[src/rtl/trig_wfm_capture.sv]
// Trigger-driven waveform capture.
// Keeps a circular history of ADC samples. On an accepted trigger edge it freezes a window of
// PRE_SAMPLES pre-trigger and POST_SAMPLES post-trigger samples (trigger sample included).
// It then streams that window out in time order over a valid/ready interface.
// Ports:
//   clk, rst        : system clock, synchronous active-high reset
//   tdat, itrig     : ADC sample stream and level trigger from the threshold block
//   o_data/o_valid/i_ready/o_sop/o_eop : readout stream (one window = DEPTH beats)
//   o_tstamp        : free-running count latched at the accepted trigger
//   o_lost          : saturating count of trigger edges that were ignored
//   o_busy          : low only while armed and waiting for a trigger
module trig_wfm_capture #(
    parameter int unsigned PRE_SAMPLES  = 16,
    parameter int unsigned POST_SAMPLES = 48,
    parameter int unsigned DEPTH        = 64,
    parameter int unsigned AW           = 6
) (
    input  logic        clk,
    input  logic        rst,
    input  logic [13:0] tdat,
    input  logic        itrig,
    output logic [13:0] o_data,
    output logic        o_valid,
    input  logic        i_ready,
    output logic        o_sop,
    output logic        o_eop,
    output logic [31:0] o_tstamp,
    output logic [15:0] o_lost,
    output logic        o_busy
);

    localparam int unsigned DW = 14;
    localparam int unsigned CW = AW + 1;

    typedef enum logic [1:0] {
        S_FILL,
        S_ARMED,
        S_POST,
        S_READ
    } state_t;

    state_t         state;
    state_t         state_nxt;
    logic [DW-1:0]  mem [DEPTH];
    logic [AW-1:0]  wr_ptr;
    logic [AW-1:0]  rd_ptr;
    logic [CW-1:0]  fill_cnt;
    logic [CW-1:0]  post_cnt;
    logic [CW-1:0]  beat_cnt;
    logic [31:0]    ts_cnt;
    logic           itrig_d;
    logic           trg_edge;
    logic           wr_en;
    logic           trig_take;
    logic           lost_inc;
    logic           load_beat;
    logic           read_done;

    assign trg_edge = itrig & ~itrig_d;

    // Next-state and per-cycle control strobes
    always_comb begin
        state_nxt = state;
        wr_en     = 1'b0;
        trig_take = 1'b0;
        lost_inc  = 1'b0;
        load_beat = 1'b0;
        read_done = 1'b0;
        case (state)
            S_FILL: begin
                wr_en    = 1'b1;
                lost_inc = trg_edge;
                // This cycle stores the last required pre-trigger sample
                if (fill_cnt == CW'(PRE_SAMPLES - 1)) begin
                    state_nxt = S_ARMED;
                end
            end
            S_ARMED: begin
                wr_en = 1'b1;
                if (trg_edge) begin
                    trig_take = 1'b1;
                    state_nxt = S_POST;
                end
            end
            S_POST: begin
                wr_en    = 1'b1;
                lost_inc = trg_edge;
                if (post_cnt == CW'(POST_SAMPLES - 1)) begin
                    state_nxt = S_READ;
                end
            end
            S_READ: begin
                lost_inc  = trg_edge;
                // Refill the output register whenever it is empty or being consumed
                load_beat = (~o_valid | i_ready) & (beat_cnt != CW'(DEPTH));
                if (o_valid & i_ready & o_eop) begin
                    read_done = 1'b1;
                    state_nxt = S_FILL;
                end
            end
            default: state_nxt = S_FILL;
        endcase
    end

    // Sample buffer; no reset needed, history is re-acquired after every reset/readout
    always_ff @(posedge clk) begin
        if (wr_en && !rst) begin
            mem[wr_ptr] <= tdat;
        end
    end

    // State register, counters and registered outputs
    always_ff @(posedge clk) begin
        if (rst) begin
            state    <= S_FILL;
            wr_ptr   <= '0;
            rd_ptr   <= '0;
            fill_cnt <= '0;
            post_cnt <= '0;
            beat_cnt <= '0;
            ts_cnt   <= '0;
            itrig_d  <= 1'b0;
            o_data   <= '0;
            o_valid  <= 1'b0;
            o_sop    <= 1'b0;
            o_eop    <= 1'b0;
            o_tstamp <= '0;
            o_lost   <= '0;
            o_busy   <= 1'b1;
        end else begin
            state   <= state_nxt;
            itrig_d <= itrig;
            ts_cnt  <= ts_cnt + 32'd1;
            o_busy  <= (state_nxt != S_ARMED);

            if (wr_en) begin
                wr_ptr <= wr_ptr + AW'(1);
            end
            if (state == S_FILL) begin
                fill_cnt <= fill_cnt + CW'(1);
            end
            if (read_done) begin
                fill_cnt <= '0;
            end
            if (lost_inc && (o_lost != 16'hFFFF)) begin
                o_lost <= o_lost + 16'd1;
            end

            // Trigger sample lands at wr_ptr; window starts PRE_SAMPLES earlier
            if (trig_take) begin
                o_tstamp <= ts_cnt;
                rd_ptr   <= wr_ptr - AW'(PRE_SAMPLES);
                post_cnt <= CW'(1);
                beat_cnt <= '0;
            end
            if (state == S_POST) begin
                post_cnt <= post_cnt + CW'(1);
            end

            if (load_beat) begin
                o_data   <= mem[rd_ptr];
                o_valid  <= 1'b1;
                o_sop    <= (beat_cnt == CW'(0));
                o_eop    <= (beat_cnt == CW'(DEPTH - 1));
                rd_ptr   <= rd_ptr + AW'(1);
                beat_cnt <= beat_cnt + CW'(1);
            end else if (o_valid && i_ready) begin
                o_valid <= 1'b0;
                o_sop   <= 1'b0;
                o_eop   <= 1'b0;
            end
        end
    end

endmodule
[config.mk]
export PLATFORM = sky130hd
export DESIGN_NAME = trig_wfm_capture
export DESIGN_NICKNAME = d
export VERILOG_FILES = /design/src/rtl/trig_wfm_capture.sv
export SDC_FILE = /design/constraint.sdc
export NUM_CORES = 1
export LEC_CHECK = 0
export ABC_AREA = 1
export CORE_MARGIN = 2
export CORE_UTILIZATION = 40
export DETAILED_ROUTE_END_ITERATION = 16
export DONT_BUFFER_PORTS = 1
export GPL_TIMING_DRIVEN = 0
export SLEW_MARGIN = 5
export SYNTH_ARGS = -nofsm -noshare
export SYNTH_HDL_FRONTEND = slang
export SYNTH_SLANG_ARGS = --single-unit
[constraint.sdc]
create_clock -name clk -period 2.9 [get_ports clk]
set_input_delay 0.435 -clock clk [delete_from_list [all_inputs] [get_ports clk]]
set_output_delay 0.435 -clock clk [all_outputs]
set_load 0.01 [all_outputs]
Yosys cells after proc, flatten, opt, wreduce, memory -nomap -nowiden
Memories as Yosys holds them, arrays and structs flattened. A register that Yosys moved wholly into a read port is not among the register bits.
Cells that the tools add are included.
- equality and inequality tests: 9
- reductions and logical operators: 12
- bitwise gates (word level): 7
- $add $sub $neg: 8
- muxes and demuxes: 24
- operators with widths (kind ; count):
    adder 32 x 1 -> 32 bit (second input constant) ; 1
    two-way mux 7 bit ; 4
    adder 7 x 1 -> 7 bit (second input constant) ; 3
    adder 16 x 1 -> 16 bit (second input constant) ; 1
    inequality test 16 bit (second input constant) ; 1
    equality test 7 x 6 -> 1 bit (second input constant) ; 2
    two-way mux 1 bit ; 13
    adder 6 x 1 -> 6 bit (second input constant) ; 2
    two-way mux 6 bit ; 2
    two-way mux 2 bit ; 4
    one-hot mux 2 bit (4 select lines) ; 1
    equality test 7 x 4 -> 1 bit (second input constant) ; 1
    zero test 7 bit ; 1
    inequality test 7 bit (second input constant) ; 1
    nonzero test 2 bit ; 3
    OR reduction 3 bit ; 2
    subtractor 6 x 5 -> 6 bit (second input constant) ; 1
    bitwise AND 1 bit ; 4
    equality test 2 bit (second input constant) ; 2
    logical AND 1 bit ; 3
    equality test 2 x 1 -> 1 bit (second input constant) ; 1
    zero test 2 bit ; 1
    inequality test 2 x 1 -> 1 bit (second input constant) ; 1
    inverter 1 bit ; 2
    3 further kinds ; 3
- flip-flop bits (word level): 120
- output and inout bits: 66
- memories kept: 1
- bits in writable memories: 896
- memories (name ; words ; bits a word ; rd ports ; clocked after memory_dff ; wr ports ; line ; source):
    mem ; 64 ; 14 ; 1 ; 1 ; 1 ; 44 ; logic [DW-1:0] mem [DEPTH];

Depth between registers and ports, before layout
- word-level depth: 6
- depth in mapped cells: 16

Least setup slack after synthesis
Ideal clock, no wire load.
- path kind: input-to-reg
- from: input rst
- to: memory mem[10][0], enable pin
- path buffers: 1
- stages: 6
- required time: 2516 ps
- path slack: 764 ps
- data arrival time: 1752 ps
- cells stage by stage: clkbuf_1 nor2_1 inv_1 nor2_1 nand2_1 nor2_1
- longest elaborated chain between the ends: 4
- RTL lines (item ; line ; source):
    start: declaration ; 19 ; input logic rst,
    zero test 1 bit ; 107 ; if (wr_en && !rst) begin
    logical AND 1 bit ; 107 ;
    two-way mux 1 bit ; 107 ;
    two-way mux 1 bit (not written as such) ; 108 ; mem[wr_ptr] <= tdat;
    end: declaration ; 44 ;
Every way passes these cells.

==> out/qor.tcl <==
set qor(outcome) {finished, violations left}
set qor(failing_checks) {negative setup slack}
set qor(cts-buffers-inserted) 108
set qor(fin_skew_ns) 0.0247
set qor(worstSetupEndpointType) {flip-flop}
set qor(average_footprint_of_a_synthesized_cell_sq_um) 10.2
set qor(floorplan.io_pins) 84
set qor(multi_input_area_sq_um) 11600
set qor(cts_max_level) 3
set qor(synth_seq_cells) 1030
set qor(core_area_sq_um) 108000
set qor(final.period_utilization_pct) 104
set qor(gpl.final_weighted_congestion) 1.01
set qor(worst_path_max_delay_cell) {sky130_fd_sc_hd__dfxtp_1}
set qor(post-route-cell-area_sq_um) 50700
set qor(critical_path_source_type) {flip-flop}
set qor(power.share.clock_pct) 45.8
set qor(cts-root-to-sink-buffers) 3
set qor(cts.clk_slew.worst_paths_ns) 0.07
set qor(dr.pass1.iters) 6
set qor(num-nets-final) 4496
set qor(critical_path_required_ns) 3.49
set qor(dieArea_sq_um) 111000
set qor(route.detailed.drc) 0
set qor(finalHoldViolations) 0
set qor(grt_start_max_net_pins) 65
set qor(max_cap_violations) 0
set qor(grt.total_usage_pct) 25.1
set qor(vias) 31700
set qor(timing.hold.worst.class) {primary input to flip-flop}
set qor(final.setup.worst_slack_ns) -0.116
set qor(globalRoute.totalOverflow) 0
set qor(timing.final.crit_period_ns) 3.02
set qor(grt_antenna_before_repair) 2
set qor(fillCellCount) 9928
set qor(vias_in_the_first_global_route) 29400
set qor(worst-path-max-fanout) 10
set qor(path_delay_family) {simple AND/OR/NAND/NOR gates}
set qor(row_count) 121
set qor(place_area_sq_um) 46400
set qor(grt_pass1_wl_um) 203000
set qor(arrival_ns) 3.61
set qor(place_ws_ns) -0.199
set qor(total_power_after_layout_mw) 31.0
set qor(cts_tree) {built}
set qor(max_slew.worst_pin.slew_ns) 0.987
set qor(synth.net_count) 4308
set qor(internal-power_mw) 24.6
set qor(path_common_cell) {sky130_fd_sc_hd__nand2_1}
set qor(p_comb_share_pct) 1.9
set qor(synth_cell_type_count) 41
set qor(antenna_left) 0
set qor(routedWlPerCell_um) 23.8
set qor(switching_share_pct) 20.7
set qor(maxSlewHeadroom_pct) 34.2
set qor(insertion_delay_ns) 0.70
set qor(die-height_um) 334
set qor(path_buf_inv) 3
set qor(cell_by_cell_listing_of_the_critical_path) {inv_1 -> nand2_1 -> buf_1 -> a21oi_1 -> nor2_1 -> nand2_1 -> nand3_1 -> nand3_1 -> nand2_1 -> inv_1}
set qor(powerDensity_nw_per_um2) 611
set qor(seq_area_frac_synth_pct) 68.0
set qor(drt_iter0_markers) 4100
set qor(synthesis.instances) 4278
set qor(number_of_slew_limit_violations_in_the_final_report) 0
set qor(sequentialPowerShare_pct) 52.2
set qor(start_util_pct) 40.2
set qor(synthToLayoutAreaGrowth_pct) 16.4
set qor(p_leak_nw) 19.5
set qor(routed_via_density) 5.30
set qor(syn_area_sq_um) 43500
set qor(net_switching_power_mw) 6.41
set qor(rsz0062_at_grt) {yes}
set qor(clockRootBuffer) {sky130_fd_sc_hd__clkbuf_16}
set qor(synth.yosys.warnings) 0
set qor(chip_width_um) 334
set qor(finalCoreUtilization_pct) 46.7
set qor(routed_wl_um) 142000
set qor(post_route_cells_drive_above_1_share_pct) 10.4
set qor(worst_path_largest_cell_delay_ns) 0.54
set qor(fmax_ghz) 0.332
set qor(regArea_sq_um) 29600
set qor(critical_path_class) {flip-flop to flip-flop}
set qor(vdd_ir_drop_max_v) 0.000422
set qor(portBuffers) 0
set qor(setup_failing_eps_final) 85
set qor(detailedPlacementHpwl_um) 96100
set qor(cts_sinks) 1030
power groups by stage:
stage	combinational, mW	sequential [mW]	clock [mW]
finish	0.600	16.2	14.2
floorplan	0.135	16.5	0
global placement	0.225	16.5	0
CTS	0.589	16.2	14.3
detailed placement	0.253	16.5	0
global route	0.623	16.2	14.9
cells in the mapped netlist:
master,n,share of area (%)
sky130_fd_sc_hd__or2_2,22,0.32
sky130_fd_sc_hd__a221oi_1,3,0.060
sky130_fd_sc_hd__or2_0,2,0.029
sky130_fd_sc_hd__xnor2_1,1,0.020
sky130_fd_sc_hd__xor2_1,7,0.14
sky130_fd_sc_hd__nor3_1,26,0.30
sky130_fd_sc_hd__buf_4,11,0.19
sky130_fd_sc_hd__nor4_1,3,0.043
sky130_fd_sc_hd__nand3b_1,1,0.017
sky130_fd_sc_hd__buf_8,1,0.034
sky130_fd_sc_hd__nor2_1,554,4.8
sky130_fd_sc_hd__o221a_2,1,0.026
sky130_fd_sc_hd__clkbuf_1,75,0.65
sky130_fd_sc_hd__nand4_1,14,0.20
sky130_fd_sc_hd__nor2_4,2,0.052
sky130_fd_sc_hd__or2_1,1,0.014
sky130_fd_sc_hd__nand2_2,3,0.043
sky130_fd_sc_hd__dfxtp_1,134,6.2
sky130_fd_sc_hd__mux2_2,1,0.026
sky130_fd_sc_hd__a211oi_1,3,0.052
sky130_fd_sc_hd__nand2_1,1178,10
sky130_fd_sc_hd__o21ai_0,235,2.7
sky130_fd_sc_hd__nor2_2,3,0.043
sky130_fd_sc_hd__ha_1,12,0.34
sky130_fd_sc_hd__buf_2,72,0.83
sky130_fd_sc_hd__o211ai_1,2,0.034
sky130_fd_sc_hd__o21a_1,17,0.29
sky130_fd_sc_hd__nand3_1,400,4.6
sky130_fd_sc_hd__edfxtp_1,896,62
sky130_fd_sc_hd__a21oi_1,127,1.5
sky130_fd_sc_hd__a31oi_1,8,0.11
sky130_fd_sc_hd__inv_1,395,3.4
sky130_fd_sc_hd__o21ai_1,2,0.023
sky130_fd_sc_hd__and3_1,3,0.043
sky130_fd_sc_hd__buf_1,30,0.26
sky130_fd_sc_hd__o41ai_1,1,0.020
sky130_fd_sc_hd__buf_6,25,0.65
sky130_fd_sc_hd__nor3b_1,1,0.017
sky130_fd_sc_hd__and2_1,1,0.014
sky130_fd_sc_hd__inv_2,4,0.034
sky130_fd_sc_hd__inv_4,1,0.014
cells by family after synthesis:
family	count (synthesis)	synth area share (%)
xor gates and xnor gates	8	0.161
and+or+nand+nor	2214	20.7
buffers and inverters	614	6.06
DFF	1030	68.0
adders and majority gates	12	0.345
AOI/OAI and AO/OA	399	4.79
muxes	1	0.0259
sequential cells by signal (all words and copies together) (netlist names), 6 cells and up:
name / flops
beat_cnt: 7
fill_cnt: 7
mem: 896
o_data: 14
o_lost: 16
o_tstamp: 32
post_cnt: 7
rd_ptr: 6
ts_cnt: 32
wr_ptr: 6
layer usage:
layer / vias up / track usage [%] / part of all wire [%]
li1: 14600 / - / -
met1: 15300 / 33.2 / 40
met2: 1522 / 39.9 / 46
met3: 291 / 5.47 / 9.9
met4: 2 / 11.1 / 4.7
met5: - / 0 / 0.0084
worst paths after layout:
kind	start	end	slack [ns]	cells after the start
worst max-delay path	rd_ptr[2]	o_data[2]	-0.12	10
worst max register to register	rd_ptr[2]	o_data[2]	-0.12	10
worst min register to register	ts_cnt[0]	ts_cnt[0]	0.46	1
worst min-delay path	tdat[4]	mem[60][4]	0.14	1
what timing repair did:
item / 4_1_cts / 5_1_grt
resized for setup: 15 / 41
buffers inserted: 0 / 4
setup endpoints to repair: 117 / 289
hold buffers: 16 / 0
pin swaps: 0 / 1
endpoints found under the hold margin: 900 / 0
layout make-up:
class / instances / share of cell area, %
Sequential cell: 1030 / 58.4
Multi-Input combinational cell: 2634 / 22.9
Clock buffer: 137 / 5.86
Tap cell: 1414 / 3.49
Inverter: 400 / 2.97
Timing Repair Buffer: 78 / 2.79
Buffer: 214 / 2.31
Clock inverter: 65 / 1.30
Antenna cell: 1 / 0.00494
placed cells by master, fill, tap and decap left out, types with 14 or more instances in the layout:
master | netlist | layout
sky130_fd_sc_hd__dfxtp_1 | 134 | 134
sky130_fd_sc_hd__buf_6 | 25 | 30
sky130_fd_sc_hd__buf_1 | 30 | 22
sky130_fd_sc_hd__buf_8 | 1 | 48
sky130_fd_sc_hd__nor2_4 | 2 | 21
sky130_fd_sc_hd__buf_16 | 0 | 20
sky130_fd_sc_hd__nand4_1 | 14 | 14
sky130_fd_sc_hd__clkbuf_16 | 0 | 112
sky130_fd_sc_hd__or2_2 | 22 | 22
sky130_fd_sc_hd__buf_2 | 72 | 67
sky130_fd_sc_hd__clkinv_1 | 0 | 20
sky130_fd_sc_hd__clkbuf_1 | 75 | 86
sky130_fd_sc_hd__edfxtp_1 | 896 | 896
sky130_fd_sc_hd__nor2_1 | 554 | 480
sky130_fd_sc_hd__nor3_1 | 26 | 26
sky130_fd_sc_hd__o21a_1 | 17 | 17
sky130_fd_sc_hd__o21ai_0 | 235 | 235
sky130_fd_sc_hd__clkinv_2 | 0 | 20
sky130_fd_sc_hd__nand3_1 | 400 | 400
sky130_fd_sc_hd__a21oi_1 | 127 | 127
sky130_fd_sc_hd__nor2_2 | 3 | 58
sky130_fd_sc_hd__nand2_1 | 1178 | 1178
sky130_fd_sc_hd__inv_1 | 395 | 395
per-stage QoR:
step,TNS [ns],instances,hold slack (ns)
floorplan,0,4278,0.430
global placement,-431.74,5692,0.444
detailed placement,-11.63,5750,0.451
CTS,-7.36,5968,0.120
global route,-16.84,5972,0.135
finish,-4.39,5973,0.135
(Power assumes the default switching activity.)
